File: config.mk
export PLATFORM = sky130hd
export DESIGN_NAME = comparator_nin_pipe
export DESIGN_NICKNAME = d
export VERILOG_FILES = /design/src/rtl/comparator_nin_pipe.sv
export SDC_FILE = /design/constraint.sdc
export NUM_CORES = 1
export LEC_CHECK = 0
export CORE_AREA = 5 5 200 202
export DETAILED_ROUTE_END_ITERATION = 12
export DIE_AREA = 0 0 205 207
export GPL_TIMING_DRIVEN = 1
export PLACE_DENSITY = 0.69
export SETUP_SLACK_MARGIN = 0.05
export SLEW_MARGIN = 0
export SYNTH_ARGS = -nofsm -noshare
export SYNTH_HDL_FRONTEND = slang
export SYNTH_SLANG_ARGS = --single-unit
File: constraint.sdc
create_clock -name i_clk -period 3.1 [get_ports i_clk]
set_input_delay 0.62 -clock i_clk [delete_from_list [all_inputs] [get_ports i_clk]]
set_output_delay 0.62 -clock i_clk [all_outputs]
set_load 0.05 [all_outputs]
File: src/rtl/comparator_nin_pipe.sv
`default_nettype none
// ============================================================================
// Module      : comparator_nin_pipe
// Description : Pipelined N-input unsigned maximum finder (winner-take-all).
//               Optional minimum-threshold gating via COMPARATOR_THRESHOLD_EN.
// Revision    : 1.0 - initial release
// ============================================================================
module comparator_nin_pipe #(
    parameter  int P_WIDTH  = 22,
    parameter  int P_INPUTS = 8,
    localparam int C_LEVELS = $clog2(P_INPUTS),
    localparam int C_IDX_W  = (C_LEVELS > 1) ? C_LEVELS : 1
) (
    input  logic                          i_clk,
    input  logic                          i_rst_n,
    input  logic                          i_valid,
    input  logic [P_INPUTS*P_WIDTH-1:0]   i_data,
`ifdef COMPARATOR_THRESHOLD_EN
    input  logic [P_WIDTH-1:0]            i_threshold,
`endif
    output logic                          o_valid,
    output logic [P_WIDTH-1:0]            o_result,
    output logic [P_INPUTS-1:0]           o_index,
    output logic [C_IDX_W-1:0]            o_index_bin,
    output logic                          o_tie
);

    // Tree nodes of all stages packed back to back; stage s starts at N - (N >> s).
    localparam int C_NODES = P_INPUTS - 1;
    localparam int C_ROOT  = P_INPUTS - 2;

    logic [P_WIDTH-1:0]  r_val [C_NODES];
    logic [P_INPUTS-1:0] r_oh  [C_NODES];
    logic [C_IDX_W-1:0]  r_bin [C_NODES];
    logic                r_tie [C_NODES];
    logic                r_vld [C_LEVELS];
`ifdef COMPARATOR_THRESHOLD_EN
    logic [P_WIDTH-1:0]  r_thr [C_LEVELS];
`endif

    for (genvar s = 0; s < C_LEVELS; s++) begin : g_stage
        localparam int C_OFF = P_INPUTS - (P_INPUTS >> s);
        localparam int C_CNT = P_INPUTS >> (s + 1);

        logic w_in_vld;
`ifdef COMPARATOR_THRESHOLD_EN
        logic [P_WIDTH-1:0] w_in_thr;
`endif

        if (s == 0) begin : g_first
            assign w_in_vld = i_valid;
`ifdef COMPARATOR_THRESHOLD_EN
            assign w_in_thr = i_threshold;
`endif
        end else begin : g_next
            assign w_in_vld = r_vld[s-1];
`ifdef COMPARATOR_THRESHOLD_EN
            assign w_in_thr = r_thr[s-1];
`endif
        end

        always_ff @(posedge i_clk or negedge i_rst_n) begin
            if (!i_rst_n) begin
                r_vld[s] <= 1'b0;
            end else begin
                r_vld[s] <= w_in_vld;
            end
        end

`ifdef COMPARATOR_THRESHOLD_EN
        always_ff @(posedge i_clk or negedge i_rst_n) begin
            if (!i_rst_n) begin
                r_thr[s] <= '0;
            end else if (w_in_vld) begin
                r_thr[s] <= w_in_thr;
            end
        end
`endif

        for (genvar j = 0; j < C_CNT; j++) begin : g_node
            logic [P_WIDTH-1:0]  w_a_val, w_b_val;
            logic [P_INPUTS-1:0] w_a_oh,  w_b_oh;
            logic [C_IDX_W-1:0]  w_a_bin, w_b_bin;
            logic                w_a_tie, w_b_tie;
            logic                w_take_b, w_eq;

            if (s == 0) begin : g_leaf
                assign w_a_val = i_data[(2*j)*P_WIDTH +: P_WIDTH];
                assign w_b_val = i_data[(2*j+1)*P_WIDTH +: P_WIDTH];
                assign w_a_oh  = {{(P_INPUTS-1){1'b0}}, 1'b1} << (2*j);
                assign w_b_oh  = {{(P_INPUTS-1){1'b0}}, 1'b1} << (2*j+1);
                assign w_a_bin = C_IDX_W'(2*j);
                assign w_b_bin = C_IDX_W'(2*j+1);
                assign w_a_tie = 1'b0;
                assign w_b_tie = 1'b0;
            end else begin : g_tree
                localparam int C_PREV = P_INPUTS - (P_INPUTS >> (s - 1));
                assign w_a_val = r_val[C_PREV + 2*j];
                assign w_b_val = r_val[C_PREV + 2*j + 1];
                assign w_a_oh  = r_oh [C_PREV + 2*j];
                assign w_b_oh  = r_oh [C_PREV + 2*j + 1];
                assign w_a_bin = r_bin[C_PREV + 2*j];
                assign w_b_bin = r_bin[C_PREV + 2*j + 1];
                assign w_a_tie = r_tie[C_PREV + 2*j];
                assign w_b_tie = r_tie[C_PREV + 2*j + 1];
            end

            // On equality the lower-index node is kept and the tie is flagged.
            assign w_take_b = (w_b_val > w_a_val);
            assign w_eq     = (w_b_val == w_a_val);

            always_ff @(posedge i_clk or negedge i_rst_n) begin
                if (!i_rst_n) begin
                    r_val[C_OFF+j] <= '0;
                    r_oh [C_OFF+j] <= '0;
                    r_bin[C_OFF+j] <= '0;
                    r_tie[C_OFF+j] <= 1'b0;
                end else if (w_in_vld) begin
                    r_val[C_OFF+j] <= w_take_b ? w_b_val : w_a_val;
                    r_oh [C_OFF+j] <= w_take_b ? w_b_oh  : w_a_oh;
                    r_bin[C_OFF+j] <= w_take_b ? w_b_bin : w_a_bin;
                    r_tie[C_OFF+j] <= w_eq | (w_take_b ? w_b_tie : w_a_tie);
                end
            end
        end
    end

    assign o_valid  = r_vld[C_LEVELS-1];
    assign o_result = r_val[C_ROOT];

`ifdef COMPARATOR_THRESHOLD_EN
    // A maximum below threshold still reports its value but names no winner.
    logic w_below;
    assign w_below     = (r_val[C_ROOT] < r_thr[C_LEVELS-1]);
    assign o_index     = w_below ? '0   : r_oh[C_ROOT];
    assign o_index_bin = w_below ? '0   : r_bin[C_ROOT];
    assign o_tie       = w_below ? 1'b0 : r_tie[C_ROOT];
`else
    assign o_index     = r_oh[C_ROOT];
    assign o_index_bin = r_bin[C_ROOT];
    assign o_tie       = r_tie[C_ROOT];
`endif

endmodule
`default_nettype wire

==> qor.yml <==
cts_buffer_depth: 2
cts_tree: "yes"
syn_area_mm2: 0.01423
drc_errors: 0
drv_cap: 0
synth_top_area_share_pct: 34.63
synthArstFlopShare_pct: 100.0
gp_congestion: 0.8920
synth_flop_cell: "dfrtp_1"
die_y_um: 207
diodes: 0
yosys_warnings: 0
drtIter0Drc: 1394
num-nets-final: 2153
crit_fanout: 28
finClkSkew_ns: 0.01382
die_w_um: 205
ant_nets: 0
hold_viol: 0
grt_first_pass_wirelength_um: 75070
grt_pass1_vias: 13220
clkLatencyLatePin_ns: 0.46
maxSlewHeadroom_pct: 18.32
ys_ff_latch: 197
tightestPinTransition_ns: 1.224
fin_util_pct: 46.64
finalWorstSetupSlack_ns: 0.2056
yosysUniqueCellTypes: 59
core_mm2: 0.03811
worst_setup_path_start_kind: "flop"
ios: 214
avgSynthCellArea_um2: 8.717
dieArea_mm2: 0.04244
ctsResizeCount: 0
worstPathRequired_ns: 3.46
dp_hpwl_um: 37440
avgViaCountPerCell: 5.758
grt_max_degree: 99
finalSetupViolCount: 0
arrival_ns: 3.25
drive_above_1_share_pct: 7.911
fmax_mhz: 345.5
max-vdd-ir-drop_mv: 0.4520
rsz0062_at_grt: "no"
period_minus_slack_ns: 2.894
cts_root_buf: "clkbuf_16"
synth_edf_count: 0
cellLeakagePower_uw: 0.007768
port_buffers: 213
drt_pass1_iterations: 7
finalSetupTns_ns: 0
cts.clk_slew.worst_paths_ns: 0.09
vias: 13540
rows: 72
wire_per_inst_um: 20.15
clkSinkCount: 197
synth.largest_area_cell: "dfrtp_1"
syn_to_final_growth_pct: 24.87
min_path_type: "in -> async"
grt_usage_pct: 21.88
placed_area_mm2: 0.01716
initial_core_util_pct: 37.36
syn_inst: 1633
stdcell_area_mm2: 0.01777
criticalPathCategory: "reg -> reg"
numCtsBuffers: 17
end_kind: "flop"
pre_cts_slack_ns: -0.1935
dpl.cell_count: 2319
power_density_mw_per_mm2: 632.8
antenna_found_initial: 3
postCtsSetupBuffers: 0
grt_overflow_total: 0
fin_cells: 2351
period_share_pct: 93.37
syn_nets: 1966
htreeDepth: 4
synth-seq-area-share_pct: 34.63
hold_buffers: 0
outcome: "complete, no violations"
final_max_slew_viol_count: 0
drt_wl_total_um: 47380
netlist_top_cells_area: "dfrtp_1 (35%), ha_1 (14%), inv_1 (4.5%)"
## layer usage
layer	part of all wire [%]	global-route usage (%)
met1	46	32.17
met2	44	32.96
met3	6.9	4.145
met4	2.5	6.006
met5	0.084	0
## cell type report
cell class / count / area (um2)
sequential: 197 / 4930
inverter: 173 / 649.4
clock inverter: 15 / 187.7
multi-input combinational: 1143 / 8159
fill: 3616 / 20330
tap: 518 / 648.1
timing repair buffer: 288 / 2775
clock buffer: 17 / 425.4
## metrics by stage
stage	hold slack, ns	power, uW
final	0.2099	11250
after global routing	0.2808	11910
after CTS	0.2448	11240
after detailed placement	0.4591	8911
after global placement	0.4539	8771
after floorplan	0.3244	7000
## power breakdown
part | internal [uW] | total (uW) | switching, uW
combinational | 2030 | 5120 | 3090
clock | 1110 | 2330 | 1210
sequential | 3170 | 3800 | 631
total | 6320 | 11200 | 4930
## worst paths after layout
check,startpoint,endpoint,slack [ns],cells after the start
worst min register to register,g_stage[1].g_node[1].w_b_bin[1],g_stage[1].g_node[1].w_b_bin[1],0.47,1
min in group i_clk,g_stage[1].g_node[1].w_b_bin[1],g_stage[1].g_node[1].w_b_bin[1],0.47,1
worst max-delay path,g_stage[2].g_node[0].w_b_val[12],o_result[21],0.21,7
max in group asynchronous,i_rst_n,g_stage[1].g_node[1].w_b_val[11],1.99,2
worst max register to register,g_stage[2].g_node[0].w_b_val[12],o_result[21],0.21,7
worst min-delay path,i_rst_n,g_stage[1].g_node[0].w_b_val[7],0.21,1
## placed cells by master (no fill, tap or decap), types with 4 or more instances in the layout
cell and n:
a211oi_1 44, a21boi_0 8, a21o_1 7, a21oi_1 78
a221oi_1 11, a221oi_2 17, a22oi_1 26, a31oi_1 71
a32oi_1 24, and3_1 30, and4_1 16, buf_12 6
buf_4 69, clkbuf_16 17, clkdlybuf4s50_1 211, dfrtp_1 197
ha_1 154, inv_1 172, inv_8 5, nand2_1 81
nand2b_1 5, nand3_1 45, nand4_1 45, nor2_1 115
nor2b_1 31, nor3_1 6, nor3b_1 42, o2111ai_1 46
o211ai_1 22, o21a_1 4, o21ai_0 68, o21ai_1 21
o22a_1 23, o22ai_1 43, o2bb2ai_1 15, o31ai_1 5
## Yosys cell counts (all sizes together), types with 3 or more instances
cell     number
o21ai        90
o31ai         6
o211ai       22
nor2        116
dfrtp       197
o2bb2ai      15
a41oi         3
inv         172
a221oi       28
a21boi        8
and3         30
nand2b        6
a22oi        26
ha          154
a21o          7
buf          24
o21a          4
o31a          3
a31o          3
clkbuf       96
a32oi        24
o2111ai      47
o22a         23
nand2        81
and2          4
o22ai        43
a21oi        78
nand3        46
nor2b        31
and4         16
nor3b        42
a31oi        71
nor3          6
a211oi       44
nand4        45
## worst max-delay path: stages (launching register included)
cell and delay, ns:
dfrtp_1 0.48, ha_1 0.37, nand4_1 0.19, or4_1 0.58, nand2b_4 0.30, o21ai_4 0.40, a221oi_1 0.26, o21ai_0 0.20
## logic make-up after synthesis
kind of cell | synth area share [%]
AOI/OAI and AO/OA | 27.63
adders and majority gates | 13.54
buffers and inverters | 8.104
DFF | 34.63
muxes | 0.2988
and+or+nand+nor | 15.80
## state kept, by name, indices dropped and copies added (netlist names)
signal                  cells
g_stage.g_node.w_b_bin      6
o_result                   22
g_stage.g_node.w_a_bin      4
o_tie                       1
o_index_bin                 3
g_stage.g_node.w_b_oh       6
o_valid                     1
g_stage.g_node.w_a_tie      3
o_index                     8
g_stage.g_node.w_a_val     66
g_stage.w_in_vld            2
g_stage.g_node.w_b_val     66
g_stage.g_node.w_b_tie      3
g_stage.g_node.w_a_oh       6
Note: power is estimated with default switching activity, not from simulation.
